## src/rtl/uart_pkg.sv

```systemverilog
`default_nettype none
// ============================================================================
//  Package     : uart_pkg
//  Description : Shared types, constants and helpers for the UART receiver
//                and its RX FIFO.
//  Revision    : 1.0 - initial release
// ============================================================================
package uart_pkg;

    // Receiver frame states
    typedef enum logic [2:0] {
        RX_IDLE   = 3'd0,
        RX_START  = 3'd1,
        RX_DATA   = 3'd2,
        RX_PARITY = 3'd3,
        RX_STOP   = 3'd4
    } rx_state_e;

    // One received character as stored in the RX FIFO
    typedef struct packed {
        logic       frame_err;
        logic       parity_err;
        logic [7:0] data;
    } rx_entry_t;

    localparam int ENTRY_W = $bits(rx_entry_t);

    // data_bit_num encodings
    localparam logic [1:0] DBITS_5 = 2'b00;
    localparam logic [1:0] DBITS_6 = 2'b01;
    localparam logic [1:0] DBITS_7 = 2'b10;
    localparam logic [1:0] DBITS_8 = 2'b11;

    // Clocks per oversampling tick; never below one so the tick stays defined
    function automatic int calc_baud_div(input int clk_freq,
                                         input int baud_rate,
                                         input int oversample);
        int div;
        div = clk_freq / (baud_rate * oversample);
        if (div < 1) begin
            div = 1;
        end
        return div;
    endfunction

    // Index of the last data bit for a given data_bit_num code
    function automatic logic [2:0] last_data_idx(input logic [1:0] dbn);
        logic [2:0] idx;
        case (dbn)
            DBITS_5: idx = 3'd4;
            DBITS_6: idx = 3'd5;
            DBITS_7: idx = 3'd6;
            DBITS_8: idx = 3'd7;
            default: idx = 3'd7;
        endcase
        return idx;
    endfunction

endpackage
`default_nettype wire

```

## src/rtl/uart_sync_fifo.sv

```systemverilog
`default_nettype none
// ============================================================================
//  Module      : uart_sync_fifo
//  Description : Single-clock show-ahead FIFO with registered empty/full/level.
//                A push into a full FIFO is accepted only alongside a pop.
//  Revision    : 1.0 - initial release
// ============================================================================
module uart_sync_fifo #(
    parameter int WIDTH = 10,
    parameter int DEPTH = 16
) (
    input  logic                       clk,
    input  logic                       reset_n,
    input  logic                       wr_en,
    input  logic [WIDTH-1:0]           wr_data,
    input  logic                       rd_en,
    output logic [WIDTH-1:0]           rd_data,
    output logic                       empty,
    output logic                       full,
    output logic [$clog2(DEPTH):0]     level
);

    localparam int AW = (DEPTH > 1) ? $clog2(DEPTH) : 1;
    localparam int LW = $clog2(DEPTH) + 1;

    logic [WIDTH-1:0] mem [DEPTH];
    logic [AW-1:0]    wr_ptr;
    logic [AW-1:0]    rd_ptr;
    logic [LW-1:0]    level_next;
    logic             do_push;
    logic             do_pop;

    assign do_pop  = rd_en && !empty;
    assign do_push = wr_en && (!full || do_pop);

    // Head entry is visible while not empty, zero otherwise
    assign rd_data = empty ? '0 : mem[rd_ptr];

    // Storage array, written only on an accepted push
    always_ff @(posedge clk) begin
        if (do_push) begin
            mem[wr_ptr] <= wr_data;
        end
    end

    // Occupancy after this edge's push/pop
    always_comb begin
        level_next = level;
        if (do_push && !do_pop) begin
            level_next = level + 1'b1;
        end else if (!do_push && do_pop) begin
            level_next = level - 1'b1;
        end
    end

    // Pointers (power-of-two depth wraps naturally) and registered status
    always_ff @(posedge clk or negedge reset_n) begin
        if (!reset_n) begin
            wr_ptr <= '0;
            rd_ptr <= '0;
            level  <= '0;
            empty  <= 1'b1;
            full   <= 1'b0;
        end else begin
            if (do_push) begin
                wr_ptr <= wr_ptr + 1'b1;
            end
            if (do_pop) begin
                rd_ptr <= rd_ptr + 1'b1;
            end
            level <= level_next;
            empty <= (level_next == '0);
            full  <= (level_next == LW'(DEPTH));
        end
    end

endmodule
`default_nettype wire

```

## src/rtl/uart_rx_fifo.sv

```systemverilog
`default_nettype none
// ============================================================================
//  Module      : uart_rx_fifo
//  Description : Oversampling UART receiver with majority voting, false-start
//                rejection, break detection, RX FIFO with per-character error
//                flags, sticky overrun and RTS flow control.
//  Revision    : 1.0 - initial release
// ============================================================================
module uart_rx_fifo
    import uart_pkg::*;
#(
    parameter int CLK_FREQ      = 50000000,
    parameter int BAUD_RATE     = 115200,
    parameter int OVERSAMPLE    = 16,
    parameter int FIFO_DEPTH    = 16,
    parameter int RTS_THRESHOLD = 12
) (
    input  logic                          clk,
    input  logic                          reset_n,
    input  logic [1:0]                    data_bit_num,
    input  logic                          stop_bit_num,
    input  logic                          parity_en,
    input  logic                          parity_type,
    input  logic                          rx,
    input  logic                          rd_en,
    output logic [7:0]                    rd_data,
    output logic                          rd_parity_err,
    output logic                          rd_frame_err,
    output logic                          empty,
    output logic                          full,
    output logic [$clog2(FIFO_DEPTH):0]   level,
    output logic                          overrun,
    input  logic                          overrun_clr,
    output logic                          break_det,
    output logic                          rts_n
);

    localparam int DIV   = calc_baud_div(CLK_FREQ, BAUD_RATE, OVERSAMPLE);
    localparam int DIV_W = (DIV > 1) ? $clog2(DIV) : 1;
    localparam int SC_W  = $clog2(OVERSAMPLE);
    localparam int LVL_W = $clog2(FIFO_DEPTH) + 1;

    // Sample-tick positions within one bit
    localparam logic [SC_W-1:0] SMP_FIRST = SC_W'(OVERSAMPLE / 2 - 1);
    localparam logic [SC_W-1:0] SMP_MID   = SC_W'(OVERSAMPLE / 2);
    localparam logic [SC_W-1:0] SMP_LAST  = SC_W'(OVERSAMPLE / 2 + 1);
    localparam logic [SC_W-1:0] BIT_END   = SC_W'(OVERSAMPLE - 1);

    // Synchroniser and edge history
    logic rx_meta;
    logic rx_sync;
    logic rx_prev;

    // Tick generator
    logic [DIV_W-1:0] div_cnt;
    logic             tick;
    logic             start_edge;

    // Receiver FSM state
    rx_state_e        state;
    logic [SC_W-1:0]  smp_cnt;
    logic             smp_a;
    logic             smp_b;
    logic             vote;
    logic [2:0]       bit_idx;
    logic             stop_idx;
    logic [1:0]       cfg_data_bits;
    logic             cfg_stop_bits;
    logic             cfg_parity_en;
    logic             cfg_parity_type;
    logic [7:0]       shift_data;
    logic             parity_bit;
    logic             parity_err;
    logic             frame_err;
    logic             first_stop;
    logic             first_stop_now;
    logic             is_break;
    logic             armed;
    logic             push;
    logic             break_pulse;
    rx_entry_t        push_entry;

    // FIFO interface
    logic [ENTRY_W-1:0] push_word;
    logic [ENTRY_W-1:0] head_word;
    rx_entry_t          head;
    logic               drop;

    // Two-stage synchroniser plus one history stage for edge detection
    always_ff @(posedge clk or negedge reset_n) begin
        if (!reset_n) begin
            rx_meta <= 1'b1;
            rx_sync <= 1'b1;
            rx_prev <= 1'b1;
        end else begin
            rx_meta <= rx;
            rx_sync <= rx_meta;
            rx_prev <= rx_sync;
        end
    end

    assign start_edge = (state == RX_IDLE) && armed && rx_prev && !rx_sync;
    assign tick       = (div_cnt == DIV_W'(DIV - 1));

    // Oversampling tick counter, re-phased to each detected start edge
    always_ff @(posedge clk or negedge reset_n) begin
        if (!reset_n) begin
            div_cnt <= '0;
        end else if (start_edge || tick) begin
            div_cnt <= '0;
        end else begin
            div_cnt <= div_cnt + 1'b1;
        end
    end

    // 2-of-3 vote over the two stored samples and the current one
    assign vote = (smp_a & smp_b) | (smp_a & rx_sync) | (smp_b & rx_sync);

    // A break needs the first stop bit low; in the first stop bit it is the vote itself
    assign first_stop_now = (stop_idx == 1'b0) ? vote : first_stop;
    assign is_break       = (shift_data == 8'h00) &&
                            (!cfg_parity_en || !parity_bit) &&
                            !first_stop_now;

    // Receiver frame sequencer with registered push / break outputs
    always_ff @(posedge clk or negedge reset_n) begin
        if (!reset_n) begin
            state           <= RX_IDLE;
            smp_cnt         <= '0;
            smp_a           <= 1'b1;
            smp_b           <= 1'b1;
            bit_idx         <= '0;
            stop_idx        <= 1'b0;
            cfg_data_bits   <= DBITS_8;
            cfg_stop_bits   <= 1'b0;
            cfg_parity_en   <= 1'b0;
            cfg_parity_type <= 1'b0;
            shift_data      <= '0;
            parity_bit      <= 1'b0;
            parity_err      <= 1'b0;
            frame_err       <= 1'b0;
            first_stop      <= 1'b1;
            armed           <= 1'b1;
            push            <= 1'b0;
            break_pulse     <= 1'b0;
            push_entry      <= '0;
        end else begin
            push        <= 1'b0;
            break_pulse <= 1'b0;
            if (state == RX_IDLE) begin
                // After a break the line must be seen high before re-arming
                if (rx_sync) begin
                    armed <= 1'b1;
                end
                if (start_edge) begin
                    state           <= RX_START;
                    smp_cnt         <= '0;
                    bit_idx         <= '0;
                    stop_idx        <= 1'b0;
                    cfg_data_bits   <= data_bit_num;
                    cfg_stop_bits   <= stop_bit_num;
                    cfg_parity_en   <= parity_en;
                    cfg_parity_type <= parity_type;
                    shift_data      <= '0;
                    parity_bit      <= 1'b0;
                    parity_err      <= 1'b0;
                    frame_err       <= 1'b0;
                    first_stop      <= 1'b1;
                end
            end else if (tick) begin
                smp_cnt <= (smp_cnt == BIT_END) ? '0 : smp_cnt + 1'b1;
                if (smp_cnt == SMP_FIRST) begin
                    smp_a <= rx_sync;
                end
                if (smp_cnt == SMP_MID) begin
                    smp_b <= rx_sync;
                end
                case (state)
                    RX_START: begin
                        if (smp_cnt == SMP_LAST && vote) begin
                            state <= RX_IDLE;
                        end else if (smp_cnt == BIT_END) begin
                            state <= RX_DATA;
                        end
                    end
                    RX_DATA: begin
                        if (smp_cnt == SMP_LAST) begin
                            shift_data[bit_idx] <= vote;
                        end
                        if (smp_cnt == BIT_END) begin
                            if (bit_idx == last_data_idx(cfg_data_bits)) begin
                                bit_idx <= '0;
                                state   <= cfg_parity_en ? RX_PARITY : RX_STOP;
                            end else begin
                                bit_idx <= bit_idx + 1'b1;
                            end
                        end
                    end
                    RX_PARITY: begin
                        if (smp_cnt == SMP_LAST) begin
                            parity_bit <= vote;
                            // Even: total ones must be even; odd: must be odd
                            parity_err <= (((^shift_data) ^ vote) == cfg_parity_type);
                        end
                        if (smp_cnt == BIT_END) begin
                            state <= RX_STOP;
                        end
                    end
                    RX_STOP: begin
                        if (smp_cnt == SMP_LAST) begin
                            if (stop_idx == cfg_stop_bits) begin
                                // Last stop bit decided: push now, do not wait for bit end
                                push       <= 1'b1;
                                state      <= RX_IDLE;
                                push_entry <= '{frame_err:  frame_err | ~vote,
                                                parity_err: parity_err,
                                                data:       shift_data};
                                if (is_break) begin
                                    break_pulse <= 1'b1;
                                    armed       <= 1'b0;
                                end
                            end else begin
                                first_stop <= vote;
                                frame_err  <= frame_err | ~vote;
                            end
                        end
                        if (smp_cnt == BIT_END) begin
                            stop_idx <= 1'b1;
                        end
                    end
                    default: begin
                        state <= RX_IDLE;
                    end
                endcase
            end
        end
    end

    assign push_word = push_entry;
    assign drop      = push && full && !rd_en;

    uart_sync_fifo #(
        .WIDTH (ENTRY_W),
        .DEPTH (FIFO_DEPTH)
    ) u_fifo (
        .clk     (clk),
        .reset_n (reset_n),
        .wr_en   (push),
        .wr_data (push_word),
        .rd_en   (rd_en),
        .rd_data (head_word),
        .empty   (empty),
        .full    (full),
        .level   (level)
    );

    assign head          = rx_entry_t'(head_word);
    assign rd_data       = head.data;
    assign rd_parity_err = head.parity_err;
    assign rd_frame_err  = head.frame_err;
    assign break_det     = break_pulse;

    // Sticky overrun: a new drop takes priority over a clear
    always_ff @(posedge clk or negedge reset_n) begin
        if (!reset_n) begin
            overrun <= 1'b0;
        end else if (drop) begin
            overrun <= 1'b1;
        end else if (overrun_clr) begin
            overrun <= 1'b0;
        end
    end

    // Flow control follows the registered level one clock later
    always_ff @(posedge clk or negedge reset_n) begin
        if (!reset_n) begin
            rts_n <= 1'b0;
        end else begin
            rts_n <= (level >= LVL_W'(RTS_THRESHOLD));
        end
    end

endmodule
`default_nettype wire
```

## config.mk

```make
export PLATFORM = sky130hd
export DESIGN_NAME = uart_rx_fifo
export DESIGN_NICKNAME = d
export VERILOG_FILES = /design/src/rtl/uart_pkg.sv /design/src/rtl/uart_sync_fifo.sv /design/src/rtl/uart_rx_fifo.sv
export SDC_FILE = /design/constraint.sdc
export NUM_CORES = 1
export LEC_CHECK = 0
export ABC_AREA = 1
export CAP_MARGIN = 0
export CORE_MARGIN = 1
export CORE_UTILIZATION = 50
export DETAILED_ROUTE_END_ITERATION = 8
export DONT_BUFFER_PORTS = 1
export PLACE_DENSITY = 0.73
export SLEW_MARGIN = 0
export SYNTH_ARGS = -nofsm -noshare
export SYNTH_HDL_FRONTEND = slang
export SYNTH_SLANG_ARGS = --single-unit
```

## constraint.sdc

```tcl
create_clock -name clk -period 1.9 [get_ports clk]
set_clock_uncertainty 0.2 [all_clocks]
set_input_delay 0.19 -clock clk [delete_from_list [all_inputs] [get_ports clk]]
set_output_delay 0.19 -clock clk [all_outputs]
set_load 0.05 [all_outputs]
```

==> flow_summary.json, run 1 <==
{
  "setup.worst_path.class": "flop to output port",
  "dieArea_um2": 20600,
  "stdcell_count": 1358,
  "placedCellCount": 1271,
  "vdd.ir_drop.worst_mv": 1.19,
  "final_layout_size_suffix_gt1_frac": 0.256,
  "chipHeight_um": 144,
  "hold_viol": 0,
  "netlist_area_um2": 10000,
  "powerDensity_nw_per_um2": 1560,
  "io_buffers": 0,
  "start_util": 0.512,
  "ys_seq_elements": 228,
  "clk_pin_slew_ps": 60,
  "syn-instance-count": 957,
  "worst_slack_ps": -691,
  "routedWlPerCell_um": 18.1,
  "grt_use_total": 0.236,
  "period_needed_ps": 2590,
  "final_common_cell": "edfxtp_1",
  "grt_pass1_wl_mm": 36.7,
  "drtAntennaViolNets": 0,
  "leakagePower_nw": 5.50,
  "relSlewSlack": 0.488,
  "synthesis.nets": 984,
  "violations": "setup timing",
  "outcome": "complete, but fails checks",
  "cap_violations": 0,
  "vias": 7407,
  "slowest_delay_ps": 440,
  "setup_viol": 10,
  "slew_viol_final": 0,
  "gp_congestion": 0.824,
  "firstDrtPassIters": 6,
  "fill_cells": 1366,
  "num_rows": 51,
  "first_global_vias": 7001,
  "holdWs_ps": 15.8,
  "nets": 1102,
  "endpoint_kind": "output port",
  "drc": 0,
  "clockRootBuffer": "clkbuf_16",
  "vias_per_cell": 5.45,
  "routed_wl_mm": 24.6,
  "cts.htree.levels": 1,
  "fmax_mhz": 386,
  "diodes": 0,
  "cts_sinks": 228,
  "crit_fanout": 7,
  "insertion_delay_ps": 530,
  "tightest_slew_ps": 768,
  "r2r_slack_ps": 0,
  "hold_class": "primary input to flop",
  "pre_cts_ws_ps": -114,
  "worstPathRequired_ps": 1510,
  "fp.dieW_um": 144,
  "core-area_um2": 19600,
  "worst-path-buf-inv": 6,
  "ioPinCount": 30,
  "cts_tree": "yes",
  "mostFrequentLayoutCells": "160 x edfxtp_1, 155 x nor2_1, 146 x nand2_1, 71 x o21ai_0, 62 x nand3_1",
  "critPathLaunchType": "flop",
  "syn_area_per_cell_um2": 10.5,
  "synth_seq_area_share": 0.650,
  "cts_buffer_depth": 3,
  "first_iter_violations": 670,
  "critPathTopFamily": "buffers and inverters",
  "yosysWarnings": 0,
  "fin_setup_tns_ps": -6450,
  "syn_to_final_growth_pct": 30.7,
  "slowest_stage": "dfrtp_2",
  "cp_cell_sequence": "buf_6, clkinv_8, buf_12, buf_8, buf_6, o21ai_2, nand3_2, nand3_2, a21oi_4, buf_12",
  "dp_hpwl_mm": 15.0,
  "rsz0062_at_grt": "yes",
  "grt-ovfl-total": 0,
  "fin_util": 0.670,
  "worstPathArrival_ps": 2200,
  "layout_worst_path_cycle_share": 1.36,
  "grt_start_max_net_pins": 67,
  "antenna_found_initial": 0,
  "ys_types": 36,
  "numCtsBuffers": 24
}
-- worst paths after layout --
check                                                  start                           end  cells after the start
worst max-delay path            u_fifo.rd_ptr[0]$_DFFE_PN0P_                    rd_data[6]                     10
worst min register to register             rx_meta$_DFF_PN1_             rx_sync$_DFF_PN1_                      0
min in group asynchronous                            reset_n  u_fifo.wr_ptr[3]$_DFFE_PN0P_                      2
max in group asynchronous                            reset_n     u_fifo.level[1]$_DFF_PN0_                      3
worst max register to register        u_fifo.empty$_DFF_PN1_   u_fifo.mem[12][6]$_DFFE_PP_                      7
worst min-delay path                                      rx             rx_meta$_DFF_PN1_                      1
-- state kept, by name, indices dropped and copies added (netlist names), 2 cells and up --
| signal | count |
|---|---|
| bit_idx | 3 |
| cfg_data_bits | 2 |
| div_cnt | 5 |
| push_entry | 10 |
| shift_data | 8 |
| smp_cnt | 4 |
| state | 3 |
| u_fifo.level | 5 |
| u_fifo.mem | 160 |
| u_fifo.rd_ptr | 4 |
| u_fifo.wr_ptr | 4 |
-- metrics by stage --
step           cell area [um^2]  power, mW
2_1_floorplan             10300       11.2
3_3_place_gp              11500       14.1
6_report                  13100       20.5
3_5_place_dp              11500       14.3
5_1_grt                   13100       21.4
4_1_cts                   12700       19.7
-- repair_timing --
item | CTS | global route
endpoints found under the setup margin | 20 | 93
hold buffers | 13 | 0
resized for setup | 28 | 81
cloned | 3 | 6
pin swaps | 11 | 43
setup buffers | 3 | 20
hold endpoints to repair | 86 | 0
-- cells by family (layout without fill, tap and decap cells) --
logic type / count (synthesis) / after routing / share of synthesized area
xor+xnor: 16 / 16 / 0.0140
compound gates: 145 / 145 / 0.0808
simple gates: 448 / 449 / 0.192
fa+ha+maj: 17 / 17 / 0.0212
flops: 228 / 228 / 0.650
buf+inv: 103 / 238 / 0.0421
-- synthesized netlist by cell type, drive strengths merged --
cell,number,share of area
nor3,11,0.0065
o21ai,110,0.058
o32ai,1,0.00087
nor2,181,0.071
and3,1,0.00062
inv,66,0.025
ha,17,0.021
edfxtp,160,0.48
dfstp,10,0.026
o31ai,2,0.0015
nand3,84,0.042
clkbuf,17,0.0064
xor2,12,0.010
o211ai,14,0.010
nand4,6,0.0059
nand2,159,0.062
or2,6,0.0037
a21oi,18,0.010
buf,20,0.011
dfrtp,58,0.14
xnor2,4,0.0035
-- power breakdown --
group / switching (mW) / internal (mW) / total [mW] / leakage (nW)
sequential: 0.443 / 5.66 / 6.10 / 2.60
clock: 1.93 / 2.89 / 4.82 / 0.410
combinational: 5.46 / 4.08 / 9.54 / 2.49
-- layout make-up --
cell class	instances	area [um^2]	share of cell area
clock inverters	14	158	0.0120
inverters	66	260	0.0198
multi-input cells	627	3550	0.271
well taps	265	332	0.0253
clock buffers	30	664	0.0506
repair buffers	128	1630	0.124
flip-flops and latches	228	6520	0.497
-- routing by layer --
metal	share of wire	routed length (um)	track usage
met5	0	0	0
met4	0.024	589	0.0812
met3	0.071	1740	0.0313
met2	0.52	12700	0.408
met1	0.39	9560	0.306
Power figures use the tool's default switching activity.
==> inputs of run 2 (changes only) <==
--- a/config.mk
+++ b/config.mk
@@ -5,7 +5,6 @@
 export SDC_FILE = /design/constraint.sdc
 export NUM_CORES = 1
 export LEC_CHECK = 0
-export ABC_AREA = 1
 export CAP_MARGIN = 0
 export CORE_MARGIN = 1
 export CORE_UTILIZATION = 50
==> flow_summary.json, run 2 <==
{
  "clk_pin_slew_ps": 60,
  "cts.htree.levels": 1,
  "crit_fanout": 5,
  "reg_top3": "u_fifo.mem: 160 flops, push_entry: 10 flops, shift_data: 8 flops",
  "start_util": 0.515,
  "syn_area_per_cell_um2": 15.9,
  "synth_top_area_frac": 0.495,
  "critPathTopFamily": "multiplexers",
  "setup_viol": 31,
  "period_needed_ps": 2650,
  "fin_setup_tns_ps": -8310,
  "antenna_found_initial": 0,
  "outcome": "complete, but fails checks",
  "crit_top_cell": "buf_12",
  "chipHeight_um": 141,
  "final_common_cell": "edfxtp_1",
  "vias": 5815,
  "syn-instance-count": 612,
  "holdWs_ps": -19.1,
  "pre_cts_ws_ps": -262,
  "synth_seq_area_share": 0.672,
  "final_layout_size_suffix_gt1_frac": 0.407,
  "rsz0062_at_grt": "yes",
  "worst-path-buf-inv": 3,
  "nets": 740,
  "fp.dieW_um": 141,
  "relSlewSlack": 0.591,
  "yosysTopAreaCell": "edfxtp_1",
  "drc": 0,
  "cts_tree": "yes",
  "grt-ovfl-total": 0,
  "hold_viol": 3,
  "powerDensity_nw_per_um2": 1160,
  "setup.worst_path.class": "flop to output port",
  "ioPinCount": 30,
  "clockRootBuffer": "clkbuf_16",
  "synth_flop_cell": "edfxtp_1",
  "drtAntennaViolNets": 0,
  "core-area_um2": 18800,
  "layout_worst_path_cycle_share": 1.40,
  "grt_start_max_net_pins": 69,
  "slowest_stage": "mux4_2",
  "endpoint_kind": "output port",
  "ys_seq_elements": 228,
  "first_global_vias": 5885,
  "leakagePower_nw": 4.96,
  "fmax_mhz": 377,
  "netlist_area_um2": 9700,
  "ys_types": 64,
  "diodes": 0,
  "mostFrequentLayoutCells": "160 x edfxtp_1, 54 x buf_4, 53 x dfrtp_1, 40 x mux4_2, 31 x nand2_1",
  "routedWlPerCell_um": 22.5,
  "num_rows": 50,
  "largest_register_ffs": 160,
  "routed_wl_mm": 22.3,
  "cts_buffer_depth": 3,
  "cap_violations": 0,
  "violations": "hold timing, setup timing",
  "worstPathArrival_ps": 2260,
  "gp_congestion": 0.906,
  "grt_use_total": 0.224,
  "slew_viol_final": 0,
  "syn_to_final_growth_pct": 29.7,
  "fin_util": 0.668,
  "firstDrtPassIters": 6,
  "hold_class": "primary input to asynchronous set/reset pin",
  "synth_area_leaders": "edfxtp_1 50%, dfrtp_1 15%, mux4_2 9.3%",
  "worst_slack_ps": -752,
  "vias_per_cell": 5.87,
  "grt_pass1_wl_mm": 33.2,
  "io_buffers": 0,
  "insertion_delay_ps": 510,
  "cp_cell_sequence": "buf_6, buf_12, mux4_2, mux2i_4, o22ai_4, buf_12",
  "synth_common_cells": "160 x edfxtp_1, 58 x dfrtp_1, 40 x mux4_2",
  "tightest_slew_ps": 614,
  "dp_hpwl_mm": 13.1,
  "yosysMostFrequentCell": "edfxtp_1",
  "critPathLaunchType": "flop",
  "synth_edf_count": 160,
  "async_reset_ff_frac": 0.298,
  "vdd.ir_drop.worst_mv": 0.886,
  "synthesis.nets": 639,
  "slowest_delay_ps": 550,
  "dieArea_um2": 20000,
  "top_register": "u_fifo.mem",
  "first_iter_violations": 466,
  "cts_sinks": 228,
  "yosysWarnings": 0,
  "worstPathRequired_ps": 1510,
  "numCtsBuffers": 24
}
[run 2: changes by cell type in the layout (fill, tap and decap cells not counted), moves of 35 or more]
cell and change:
inv_1 -35, mux4_2 +40, nand2_1 -115, nand3_1 -54
nor2_1 -129, o21ai_0 -62
[run 2: layout make-up]
| type | count | area (um^2) |
|---|---|---|
| well taps | 260 | 325 |
| clock buffers | 29 | 629 |
| fillers | 1182 | 6250 |
| multi-input cells | 334 | 3660 |
| clock inverters | 14 | 153 |
| repair buffers | 102 | 1200 |
| flip-flops and latches | 228 | 6530 |
| inverters | 23 | 86.3 |
[run 2: metrics by stage]
step | cells | instance area (um^2) | power, mW
after floorplan | 612 | 10100 | 8.51
after global placement | 916 | 11100 | 9.21
after detailed placement | 916 | 11100 | 9.37
after CTS | 976 | 12200 | 14.2
after global routing | 990 | 12600 | 15.1
final | 990 | 12600 | 14.6
[run 2: worst paths after layout]
check | from | to | slack (ps) | cells after the start
setup / recovery | u_fifo.rd_ptr[0]$_DFFE_PN0P_ | rd_frame_err | -750 | 6
hold / removal | reset_n | smp_cnt[0]$_DFFE_PN0P_ | -20 | 2
setup reg to reg | div_cnt[0]$_DFF_PN0_ | first_stop$_DFFE_PN1P_ | -140 | 8
hold reg to reg | rx_meta$_DFF_PN1_ | rx_sync$_DFF_PN1_ | 160 | 0
max in group asynchronous | reset_n | cfg_data_bits[0]$_DFFE_PN1P_ | 1150 | 2
min in group clk | rx | rx_meta$_DFF_PN1_ | 30 | 1
[run 2: metal layers]
metal | vias up | GRT usage | wire length [um]
met2 | 226 | 0.390 | 11800
met4 | 0 | 0.0572 | 487
li1 | 2560 | - | -
met5 | - | 0 | 0
met1 | 2993 | 0.296 | 8830
met3 | 36 | 0.0337 | 1180
[run 2: logic make-up after synthesis]
logic type      count (synthesis)  share of synthesized area
simple gates                  136                     0.0755
buf+inv                        53                     0.0235
mux                            72                      0.127
fa+ha+maj                      18                     0.0230
compound gates                 84                     0.0599
xor+xnor                       21                     0.0190
flops                         228                      0.672
[run 2: power breakdown]
group / leakage [nW] / internal, mW / total (mW) / switching, mW
sequential: 2.72 / 5.58 / 5.95 / 0.366
combinational: 1.86 / 1.81 / 4.02 / 2.20
clock: 0.381 / 2.76 / 4.64 / 1.88
total: 4.96 / 10.2 / 14.6 / 4.45
[run 2: what timing repair did]
item                       4_1_cts  5_1_grt
gates resized for setup         43       53
cloned                           3        3
hold buffers                    10        0
pin swaps                       17       21
hold endpoints to repair        82        0
buffers inserted                 4       11
setup endpoints to repair       70       90
